--- src/rtl/seg_scan_decoder.sv ---
// Receiver for the multiplexed two-digit 7-segment scan bus.
// Rebuilds the shown value and accepts it after repeated stable frames.
module seg_scan_decoder #(
  parameter int STABLE_SCANS   = 2,
  parameter int TIMEOUT_CYCLES = 1000000
) (
  input  logic       CLK,
  input  logic       N_Reset,
  input  logic [7:0] SEG_COM,
  input  logic [7:0] SEG_DATA,
  output logic [7:0] BCD,
  output logic [6:0] BIN,
  output logic       VALID,
  output logic       LOCKED,
  output logic       ERR
);

  localparam int TW = $clog2(TIMEOUT_CYCLES + 1);
  localparam logic [TW-1:0] TO_MAX  = TW'(TIMEOUT_CYCLES);
  localparam logic [TW-1:0] TO_LAST = TW'(TIMEOUT_CYCLES - 1);
  localparam logic [3:0]    STB     = 4'(STABLE_SCANS);

  logic [7:0]    com_q;
  logic [6:0]    pat_q;
  logic          was_fe;
  logic          got0;
  logic          got1;
  logic [6:0]    ones_pat;
  logic [6:0]    tens_pat;
  logic [3:0]    cnt;
  logic [7:0]    prev_val;
  logic          accepted;
  logic [TW-1:0] to_cnt;

  logic          unused_dp;
  assign unused_dp = SEG_DATA[0];

  // {ok, digit}
  function automatic logic [4:0] seg_dec(input logic [6:0] p);
    case (p)
      7'b1111110: seg_dec = 5'h10;
      7'b0110000: seg_dec = 5'h11;
      7'b1101101: seg_dec = 5'h12;
      7'b1111001: seg_dec = 5'h13;
      7'b0110011: seg_dec = 5'h14;
      7'b1011011: seg_dec = 5'h15;
      7'b1011111: seg_dec = 5'h16;
      7'b1110000: seg_dec = 5'h17;
      7'b1111111: seg_dec = 5'h18;
      7'b1111011: seg_dec = 5'h19;
      default:    seg_dec = 5'h00;
    endcase
  endfunction

  logic       is_fe;
  logic       is_fd;
  logic       fe_entry;
  logic       frame_end;
  logic [4:0] ones_d;
  logic [4:0] tens_d;
  logic       frame_ok;
  logic [7:0] frame_val;
  logic       same;
  logic [3:0] next_cnt;
  logic [6:0] bin_val;

  assign is_fe     = (com_q == 8'hFE);
  assign is_fd     = (com_q == 8'hFD);
  assign fe_entry  = is_fe && !was_fe;
  assign frame_end = fe_entry && got0 && got1;

  // a blank tens digit is a suppressed leading zero
  assign ones_d = seg_dec(ones_pat);
  assign tens_d = (tens_pat == 7'd0) ? 5'h10
                                     : seg_dec(tens_pat);

  assign frame_ok  = ones_d[4] && tens_d[4];
  assign frame_val = {tens_d[3:0], ones_d[3:0]};
  assign same      = (cnt != 4'd0) && (frame_val == prev_val);
  assign next_cnt  = !same ? 4'd1
                   : (cnt == 4'd15) ? 4'd15
                   : cnt + 4'd1;

  assign bin_val = {tens_d[3:0], 3'b000}
                 + {2'b00, tens_d[3:0], 1'b0}
                 + {3'b000, ones_d[3:0]};

  always_ff @(posedge CLK) begin
    if (!N_Reset) begin
      com_q    <= 8'hFF;
      pat_q    <= 7'd0;
      was_fe   <= 1'b0;
      got0     <= 1'b0;
      got1     <= 1'b0;
      ones_pat <= 7'd0;
      tens_pat <= 7'd0;
      cnt      <= 4'd0;
      prev_val <= 8'd0;
      accepted <= 1'b0;
      to_cnt   <= '0;
      BCD      <= 8'd0;
      BIN      <= 7'd0;
      VALID    <= 1'b0;
      LOCKED   <= 1'b0;
      ERR      <= 1'b0;
    end else begin
      com_q  <= SEG_COM;
      pat_q  <= SEG_DATA[7:1];
      was_fe <= is_fe;
      VALID  <= 1'b0;

      unique case (1'b1)
        is_fe:   ones_pat <= pat_q;
        is_fd:   tens_pat <= pat_q;
        default: ;
      endcase

      // entering the ones slot restarts the frame with ones captured
      got0 <= got0 || is_fe;
      got1 <= fe_entry ? 1'b0 : (got1 || is_fd);

      if (frame_end) begin
        to_cnt <= '0;
        if (!frame_ok) begin
          ERR    <= 1'b1;
          cnt    <= 4'd0;
          LOCKED <= 1'b0;
        end else begin
          ERR      <= 1'b0;
          cnt      <= next_cnt;
          prev_val <= frame_val;
          LOCKED   <= (next_cnt >= STB);
          if ((next_cnt == STB) &&
              ((frame_val != BCD) || !accepted)) begin
            BCD      <= frame_val;
            BIN      <= bin_val;
            VALID    <= 1'b1;
            accepted <= 1'b1;
          end
        end
      end else if (to_cnt != TO_MAX) begin
        to_cnt <= to_cnt + 1'b1;
        if (to_cnt == TO_LAST) begin
          LOCKED <= 1'b0;
        end
      end
    end
  end

endmodule

--- config.mk ---
export PLATFORM = sky130hd
export DESIGN_NAME = seg_scan_decoder
export DESIGN_NICKNAME = d
export VERILOG_FILES = /design/src/rtl/seg_scan_decoder.sv
export SDC_FILE = /design/constraint.sdc
export NUM_CORES = 1
export LEC_CHECK = 0
export CAP_MARGIN = 20
export CORE_MARGIN = 8
export CORE_UTILIZATION = 35
export DETAILED_ROUTE_END_ITERATION = 16
export PLACE_DENSITY = 0.49
export SYNTH_ARGS = -nofsm -noshare
export SYNTH_HDL_FRONTEND = slang
export SYNTH_SLANG_ARGS = --single-unit
--- constraint.sdc ---
create_clock -name CLK -period 5.25 [get_ports CLK]
set_input_delay 0.7875 -clock CLK [delete_from_list [all_inputs] [get_ports CLK]]
set_output_delay 0.7875 -clock CLK [all_outputs]
set_load 0.05 [all_outputs]
==> results of run 1 <==
synthesized netlist by cell type, types with 2 or more instances:
library cell / n / area, sq um
xnor2_1: 16 / 140
nand3_1: 17 / 85.1
mux2i_1: 33 / 330
a21o_1: 2 / 15.0
and2_1: 8 / 50.1
nand4b_1: 3 / 26.3
clkbuf_1: 17 / 63.8
dfxtp_1: 82 / 1640
or2_2: 3 / 18.8
a21oi_1: 14 / 70.1
nand2b_1: 11 / 68.8
nor4b_1: 6 / 52.6
o21ai_0: 4 / 20.0
a211oi_1: 4 / 30.0
nand4_1: 8 / 50.1
or3_1: 7 / 43.8
or4_1: 2 / 15.0
buf_6: 3 / 33.8
nand2_1: 51 / 191
nor4_1: 5 / 31.3
buf_4: 3 / 22.5
fa_1: 2 / 40.0
ha_1: 11 / 138
nand3b_1: 2 / 15.0
and3_1: 3 / 18.8
nor2_1: 65 / 244
inv_1: 17 / 63.8
nor3_1: 8 / 40.0
a22oi_1: 2 / 15.0
xor2_1: 20 / 175
cells by family after synthesis:
| family | after synthesis | share of synthesized area (%) |
|---|---|---|
| buffers and inverters | 43 | 4.88 |
| adders and majority gates | 13 | 4.42 |
| AOI/OAI and AO/OA | 44 | 7.93 |
| and+or+nand+nor | 208 | 25.9 |
| DFF | 82 | 40.8 |
| xor gates and xnor gates | 36 | 7.84 |
| muxes | 33 | 8.21 |
worst max-delay path, delay by kind of cell (launching register included):
family | cells | cell delay, ps
AO/OA/AOI/OAI | 3 | 580
XOR/XNOR | 1 | 140
multiplexers | 1 | 140
AND/OR/NAND/NOR | 3 | 1030
buffers and inverters | 1 | 70
flip-flops | 1 | 400
adder cells (fa/ha/maj) | 2 | 950
registers in the layout, indices dropped and copies added, names as in the netlist, 4 cells and up:
name	count
to_cnt	20
BCD	8
com_q	8
prev_val	8
ones_pat	7
pat_q	7
tens_pat	7
BIN	6
cnt	4
worst max-delay path by stage:
stage | start | end | slack, ps | cells past startpoint
final | tens_pat[1]$_SDFFE_PN0P_ | BIN[6]$_SDFFE_PN0P_ | 1880 | 11
after global routing | tens_pat[6]$_SDFFE_PN0P_ | BIN[6]$_SDFFE_PN0P_ | 1670 | 12
after CTS | tens_pat[1]$_SDFFE_PN0P_ | BIN[6]$_SDFFE_PN0P_ | 1880 | 11
after detailed placement | tens_pat[1]$_SDFFE_PN0P_ | BIN[6]$_SDFFE_PN0P_ | 1900 | 11
after global placement | tens_pat[1]$_SDFFE_PN0P_ | BIN[6]$_SDFFE_PN0P_ | 1910 | 11
after floorplan | tens_pat[1]$_SDFFE_PN0P_ | BIN[6]$_SDFFE_PN0P_ | 2100 | 14
power breakdown:
group | internal (mW) | switching [mW]
clock network | 0.343 | 0.236
logic | 0.0216 | 0.0226
registers | 0.632 | 0.00819
total | 0.996 | 0.266
stage by stage:
| stage | instances | cell area (sq um) | util (%) | total power [mW] | hold slack, ps |
|---|---|---|---|---|---|
| 6_report | 630 | 4720 | 41.7 | 1.26 | 455 |
| 3_5_place_dp | 615 | 4450 | 39.3 | 0.699 | 450 |
| 5_1_grt | 630 | 4720 | 41.7 | 1.32 | 475 |
| 3_3_place_gp | 615 | 4450 | 39.3 | 0.698 | 444 |
| 4_1_cts | 630 | 4720 | 41.7 | 1.29 | 458 |
| 2_1_floorplan | 459 | 4020 | - | 0.678 | 430 |
area by class of cell:
cell class | instances | area share, %
Timing Repair Buffer | 38 | 7.74
Clock inverter | 2 | 0.265
Clock buffer | 13 | 5.51
Sequential cell | 82 | 34.8
Tap cell | 143 | 3.79
Multi-Input combinational cell | 334 | 46.5
Inverter | 18 | 1.43
routing by layer:
| metal | routed length, um | up-vias | global-route usage [%] |
|---|---|---|---|
| met3 | 460 | 12 | 4.75 |
| met2 | 3840 | 66 | 18.7 |
| li1 | - | 1611 | - |
| met4 | 135 | 0 | 5.27 |
| met5 | 0 | - | 0 |
| met1 | 4320 | 1456 | 15.1 |
==> flow_summary.json, run 1 <==
{
  "grt_max_degree": 52,
  "synth_flop_cell": "dfxtp_1",
  "diodes": 0,
  "regArea_sq_mm": 0.00164,
  "synthToLayoutAreaGrowth_pct": 17.4,
  "worst_slack_ps": 1880,
  "p_leak_nw": 1.82,
  "num_io_pins": 36,
  "ir_worst_vdd_mv": 0.211,
  "cts_hold_buf": 0,
  "hold_viol": 0,
  "die-area_sq_mm": 0.0152,
  "grt_pass1_wl_um": 14600,
  "viasPerCell": 4.99,
  "yosysSeqAreaShare_pct": 40.8,
  "hold_path_startpoint": "was_fe$_SDFF_PN0_",
  "synth_fp_nets": 490,
  "synth_cell_types": 60,
  "routed-via-count": 3145,
  "synthArstFlopShare_pct": 0,
  "yosys_warnings": 0,
  "grt.overflow.total": 0,
  "antenna_found_initial": 0,
  "dr.pass1.iters": 5,
  "grt_usage_pct": 12.3,
  "postRouteWirelength_um": 8760,
  "worstMarginPinSlew_ps": 982,
  "cts.clk_slew.worst_paths_ps": 60,
  "drc_errors": 0,
  "cp_common_cell": "fa_1",
  "hold_path_end": "got1$_SDFF_PP0_",
  "cts-root-buf": "clkbuf_16",
  "fp.dieH_um": 123,
  "clockBufferDepth": 2,
  "clock_skew_ps": 4.03,
  "postCtsSetupRepairBufs": 0,
  "cts_tree": "built",
  "r2r-start": "tens_pat[1]$_SDFFE_PN0P_",
  "setup_tns_ps": 0,
  "cp_cell_sequence": "or4_4, or3_1, o221a_2, fa_1, inv_1, fa_1, a21o_1, a21oi_1, xnor2_1, nand2_1, mux2i_1",
  "slew_violations": 0,
  "arrival_ps": 3640,
  "synth_edf_count": 0,
  "numCtsBuffers": 9,
  "cp-start-kind": "register",
  "portBuffers": 34,
  "r2r_cells": 11,
  "dieWidth_um": 123,
  "wl_per_cell_um": 13.9,
  "grt_pass1_vias": 3022,
  "drive_above_1_share_pct": 6.37,
  "clock_latency_ps": 340,
  "start_util_pct": 35.5,
  "regToRegSetupSlack_ps": 1880,
  "max_clock_freq_mhz": 297,
  "synth_seq_cells": 82,
  "hold_depth": 2,
  "multi_input_area_sq_mm": 0.00220,
  "layout_commonest_cell": "dfxtp_1",
  "r2r_end": "BIN[6]$_SDFFE_PN0P_",
  "fill_cells": 1111,
  "syn_avg_cell_area_sq_um": 8.76,
  "dpl.hpwl_um": 6130,
  "cellPowerDensity_mw_per_mm2": 267,
  "critPathSlowestCell": "or4_4",
  "cp_max_fo": 10,
  "fin_crit_ps": 3370,
  "postRouteAntennaNets": 0,
  "drtIter0Drc": 167,
  "syn_area_sq_mm": 0.00402,
  "status": "finished clean",
  "layout.nets": 514,
  "num_rows": 39,
  "dp_slack_ps": 1900,
  "path_class": "register to register",
  "setup-violations-final": 0,
  "max_slew_margin_pct": 34.4,
  "finalCritPeriodShare_pct": 64.2,
  "core_area_sq_mm": 0.0113,
  "crit_required_ps": 5520,
  "hp-class": "register to register",
  "rsz0062_at_grt": "no",
  "cts_resized": 0,
  "cpPeakStageDelay_ps": 570,
  "final_cell_mix": "dfxtp_1 (82), nor2_1 (65), nand2_1 (51)",
  "maxCapViolCount": 0,
  "syn_inst": 459,
  "htree_levels": 3,
  "cts_num_sinks": 82,
  "cp-end-kind": "register",
  "gp_congestion": 0.846
}
Note: power is estimated with default switching activity, not from simulation.
==> run 2, diff against run 1 <==
- PLACE_DENSITY: 0.49 -> 0.51
- clock period: 5.25 -> 3 ns (I/O delays scaled with it)
==> run 2 against run 1 <==
- via count is 2.5% higher
- global-route usage increased by 0.51 points
- register-to-register slack got worse by 1900 ps
- sequential share of layout area fell by 1.6 points
- power increased by 72%
==> flow_summary.json, run 2 (same netlist as run 1, synthesis figures left out) <==
{
  "status": "finished clean",
  "setup_tns_ps": 0,
  "path_depth": 11,
  "cpPeakStageDelay_ps": 520,
  "clock_skew_ps": 4.94,
  "slew_violations": 0,
  "hold_depth": 2,
  "finalCritPeriodShare_pct": 99.2,
  "cp_cell_sequence": "or4_4, or3_4, o221a_4, fa_1, inv_1, fa_2, a21o_1, a21oi_2, xnor2_1, nand2_1, mux2i_1",
  "dieWidth_um": 123,
  "viasPerCell": 4.91,
  "hold_viol": 0,
  "fin_crit_ps": 2980,
  "largest_reg_flops": 20,
  "critPathSlowestCell": "or4_4",
  "clockBufferDepth": 2,
  "clock_latency_ps": 340,
  "cellPowerDensity_mw_per_mm2": 440,
  "cp_max_fo": 5,
  "start_util_pct": 35.5,
  "layout_commonest_cell": "dfxtp_1",
  "antenna_found_initial": 0,
  "r2r_cells": 11,
  "num_io_pins": 36,
  "core_area_sq_mm": 0.0113,
  "cp-end-kind": "register",
  "postCtsSetupRepairBufs": 0,
  "grt_max_degree": 36,
  "finalPower_mw": 2.18,
  "cts.clk_slew.worst_paths_ps": 60,
  "gp_congestion": 0.792,
  "crit_buf_inv": 1,
  "arrival_ps": 3250,
  "dr.pass1.iters": 4,
  "p_leak_nw": 1.95,
  "dpl.hpwl_um": 6780,
  "crit_required_ps": 3280,
  "drtIter0Drc": 178,
  "fp.dieH_um": 123,
  "htree_levels": 3,
  "grt.overflow.total": 0,
  "cts_num_sinks": 82,
  "dpl_cell_area_sq_mm": 0.00468,
  "maxCapViolCount": 0,
  "drive_above_1_share_pct": 12.8,
  "grt_usage_pct": 12.8,
  "final_cell_area_sq_mm": 0.00495,
  "cp-start-kind": "register",
  "cts-root-buf": "clkbuf_16",
  "layout.nets": 541,
  "diodes": 0,
  "synthToLayoutAreaGrowth_pct": 23.0,
  "regMostFlops": "to_cnt",
  "routed-via-count": 3223,
  "setup-violations-final": 0,
  "max_slew_margin_pct": 35.9,
  "die-area_sq_mm": 0.0152,
  "cpLargestDelayFamily": "simple AND/OR/NAND/NOR gates",
  "fin_util_pct": 43.7,
  "cts_tree": "built",
  "hp-class": "register to register",
  "grt_pass1_wl_um": 15300,
  "num_rows": 39,
  "max_clock_freq_mhz": 336,
  "final_cell_mix": "dfxtp_1 (81), nor2_1 (64), nand2_1 (51)",
  "rsz0062_at_grt": "yes",
  "portBuffers": 34,
  "holdWs_ps": 452,
  "path_class": "register to register",
  "postRouteAntennaNets": 0,
  "regToRegSetupSlack_ps": 20,
  "worstMarginPinSlew_ps": 960,
  "numCtsBuffers": 9,
  "postRouteWirelength_um": 9130,
  "wl_per_cell_um": 13.9,
  "drc_errors": 0,
  "ir_worst_vdd_mv": 0.396,
  "grt_pass1_vias": 3201
}
[run 2: cell types whose count changed in the layout (fill, tap and decap cells not counted), sizes merged]
cell / change
clkbuf: -1
buf: +27
clkinv: +1
[run 2: worst paths after layout]
| check | start | end |
|---|---|---|
| min reg2reg | was_fe$_SDFF_PN0_ | got1$_SDFF_PP0_ |
| min | was_fe$_SDFF_PN0_ | got1$_SDFF_PP0_ |
| max | tens_pat[2]$_SDFFE_PN0P_ | BIN[6]$_SDFFE_PN0P_ |
| max reg2reg | tens_pat[2]$_SDFFE_PN0P_ | BIN[6]$_SDFFE_PN0P_ |
[run 2: power breakdown]
group	switching, mW	total, mW	internal (mW)
sequential	0.0129	1.12	1.11
combinational	0.0416	0.0826	0.0410
clock	0.423	0.976	0.553
[run 2: worst min-delay path: cells and delay by family (launching register included)]
family                 cells  cell delay, ps
DFF                        1             290
AOI/OAI and AO/OA          1              50
buffers and inverters      1              60
[run 2: layout make-up]
class | count | area (sq um)
clock inverters | 3 | 17.5
multi-input cells | 334 | 2240
fillers | 1142 | 6370
well taps | 143 | 179
flip-flops and latches | 82 | 1640
clock buffers | 12 | 236
repair buffers | 65 | 568
inverters | 18 | 67.6
[run 2: timing repair]
action	4_1_cts	5_1_grt
endpoints found under the hold margin	0	0
hold buffers	0	0
resized for setup	1	6
endpoints found under the setup margin	2	4
pin swaps	0	1
[run 2: through the flow]
| stage | worst slack [ps] | cells |
|---|---|---|
| 2_1_floorplan | 26.8 | 459 |
| 3_3_place_gp | 14.2 | 642 |
| 3_5_place_dp | 13.9 | 642 |
| 4_1_cts | 0.754 | 657 |
| 5_1_grt | -132 | 657 |
| 6_report | 24.2 | 657 |
[run 2: routing by layer]
layer	part of all wire, %	GRT usage (%)	vias to the layer above
li1	-	-	1661
met1	49	15.4	1508
met2	46	20.3	41
met3	3.7	4.34	13
met4	1.8	5.79	0
met5	0	0	-
==> run 3, diff against run 2 <==
- clock period: 3 -> 2.6 ns (I/O delays scaled with it)
==> run 3 against run 2 <==
- the run now ends with setup timing left
- clock power up 26%
- combinational power up 22%
- utilization up 3.9 points
- global-route usage up 0.73 points
- flip-flop and latch count unchanged
- register-to-register slack worse by 310 ps
- hold slack worse by 43 ps
- via count up 5.6%
- worst setup slack worse by 310 ps
- largest cell class unchanged
==> flow_summary.json, run 3 (same netlist as run 1, synthesis figures left out) <==
{
  "crit_required_ps": 2870,
  "ir_worst_vdd_mv": 0.540,
  "pwr-share-clk_pct": 47.0,
  "dp_cells": 671,
  "num_io_pins": 36,
  "clockBufferDepth": 2,
  "dr.pass1.iters": 5,
  "grt_usage_pct": 13.5,
  "viasPerCell": 4.93,
  "fin_crit_ps": 2890,
  "max_slew_margin_pct": 65.3,
  "cp_max_fo": 2,
  "switching_power_mw": 0.536,
  "setup_tns_ps": -4410,
  "layout.nets": 575,
  "status": "complete, but fails checks",
  "arrival_ps": 3160,
  "wl_per_cell_um": 14.0,
  "postRouteAntennaNets": 0,
  "fp.dieH_um": 123,
  "cts_tree": "built",
  "dieWidth_um": 123,
  "layout_commonest_cell": "dfxtp_1",
  "grt_pass1_wl_um": 16000,
  "synthToLayoutAreaGrowth_pct": 33.9,
  "cts_num_sinks": 82,
  "htree_levels": 3,
  "slew_violations": 0,
  "power_frac_comb_pct": 3.8,
  "worstMarginPinSlew_ps": 519,
  "max_clock_freq_mhz": 346,
  "routed-via-count": 3405,
  "grt_pass1_vias": 3376,
  "grt.overflow.total": 0,
  "clock_skew_ps": 5.58,
  "cts.clk_slew.worst_paths_ps": 60,
  "grt_max_degree": 46,
  "start_util_pct": 35.5,
  "worst_slack_ps": -289,
  "clock_latency_ps": 340,
  "finalCritPeriodShare_pct": 111,
  "dpl.hpwl_um": 7020,
  "rsz0062_at_grt": "yes",
  "drive_above_1_share_pct": 21.2,
  "core_area_sq_mm": 0.0113,
  "drtIter0Drc": 153,
  "seqPwrFrac_pct": 49.2,
  "hold_viol": 0,
  "dp_slack_ps": -378,
  "cp-end-kind": "register",
  "cts-root-buf": "clkbuf_16",
  "finalPower_mw": 2.62,
  "holdWs_ps": 409,
  "portBuffers": 34,
  "setup-violations-final": 21,
  "antenna_found_initial": 0,
  "final_cell_mix": "dfxtp_1 (79), nor2_1 (63), buf_4 (59)",
  "path_class": "register to register",
  "num_rows": 39,
  "p_leak_nw": 2.15,
  "gp_congestion": 0.812,
  "violations": "setup timing",
  "p_int_mw": 2.09,
  "maxCapViolCount": 0,
  "instances_no_fill": 691,
  "swShare_pct": 20.4,
  "die-area_sq_mm": 0.0152,
  "regMostFlops": "to_cnt",
  "postRouteWirelength_um": 9690,
  "cellPowerDensity_mw_per_mm2": 487,
  "cp-start-kind": "register",
  "diodes": 0,
  "largest_reg_flops": 20,
  "hp-class": "input port to register",
  "numCtsBuffers": 9,
  "drc_errors": 0
}
## run 3: cell type report
class,count,area (sq um)
tap,143,179
timing repair buffer,98,868
clock inverter,3,40.0
fill,1127,5930
multi-input combinational,335,2340
sequential,82,1650
inverter,18,67.6
clock buffer,12,246
## run 3: final timing paths
check / start / endpoint / slack, ps / depth (start not counted)
max reg2reg: tens_pat[0]$_SDFFE_PN0P_ / BIN[6]$_SDFFE_PN0P_ / -290 / 11
max: tens_pat[0]$_SDFFE_PN0P_ / BIN[6]$_SDFFE_PN0P_ / -290 / 11
min: N_Reset / cnt[3]$_SDFFE_PN0P_ / 410 / 3
min reg2reg: was_fe$_SDFF_PN0_ / got1$_SDFF_PP0_ / 450 / 2
## run 3: metrics by stage
| stage | utilization (%) | cell area (sq um) |
|---|---|---|
| after floorplan | - | 4070 |
| after global placement | 43.5 | 4920 |
| after detailed placement | 43.5 | 4920 |
| after CTS | 47.3 | 5350 |
| after global routing | 47.6 | 5390 |
| final | 47.6 | 5390 |
## run 3: critical path, stage by stage, from the launching register on
cell and delay [ps]:
dfxtp_2 310, or4_4 530, or3_4 350, o221a_4 130
fa_1 490, inv_2 60, fa_2 330, a21o_1 170
a21oi_2 130, xnor2_1 130, nand2_1 70, mux2i_1 120
## run 3: layer usage
metal	vias up	track usage (%)	wire length, um
li1	1744	-	-
met1	1589	16.4	4600
met2	59	21.8	4500
met3	13	4.75	423
met4	0	4.74	167
met5	-	0	0
## run 3: power groups by stage
stage / logic (mW) / registers (mW) / clock network [mW]
finish: 0.101 / 1.29 / 1.23
global route: 0.112 / 1.29 / 1.33
CTS: 0.102 / 1.29 / 1.26
detailed placement: 0.100 / 1.32 / 0
global placement: 0.0985 / 1.32 / 0
floorplan: 0.0557 / 1.31 / 0
## run 3: repair_timing
item | CTS | global route
endpoints found under the hold margin | 0 | 0
pin swaps | 15 | 7
endpoints found under the setup margin | 21 | 21
cloned | 2 | 0
hold buffers | 0 | 0
setup buffers | 3 | 0
gates resized for setup | 21 | 6
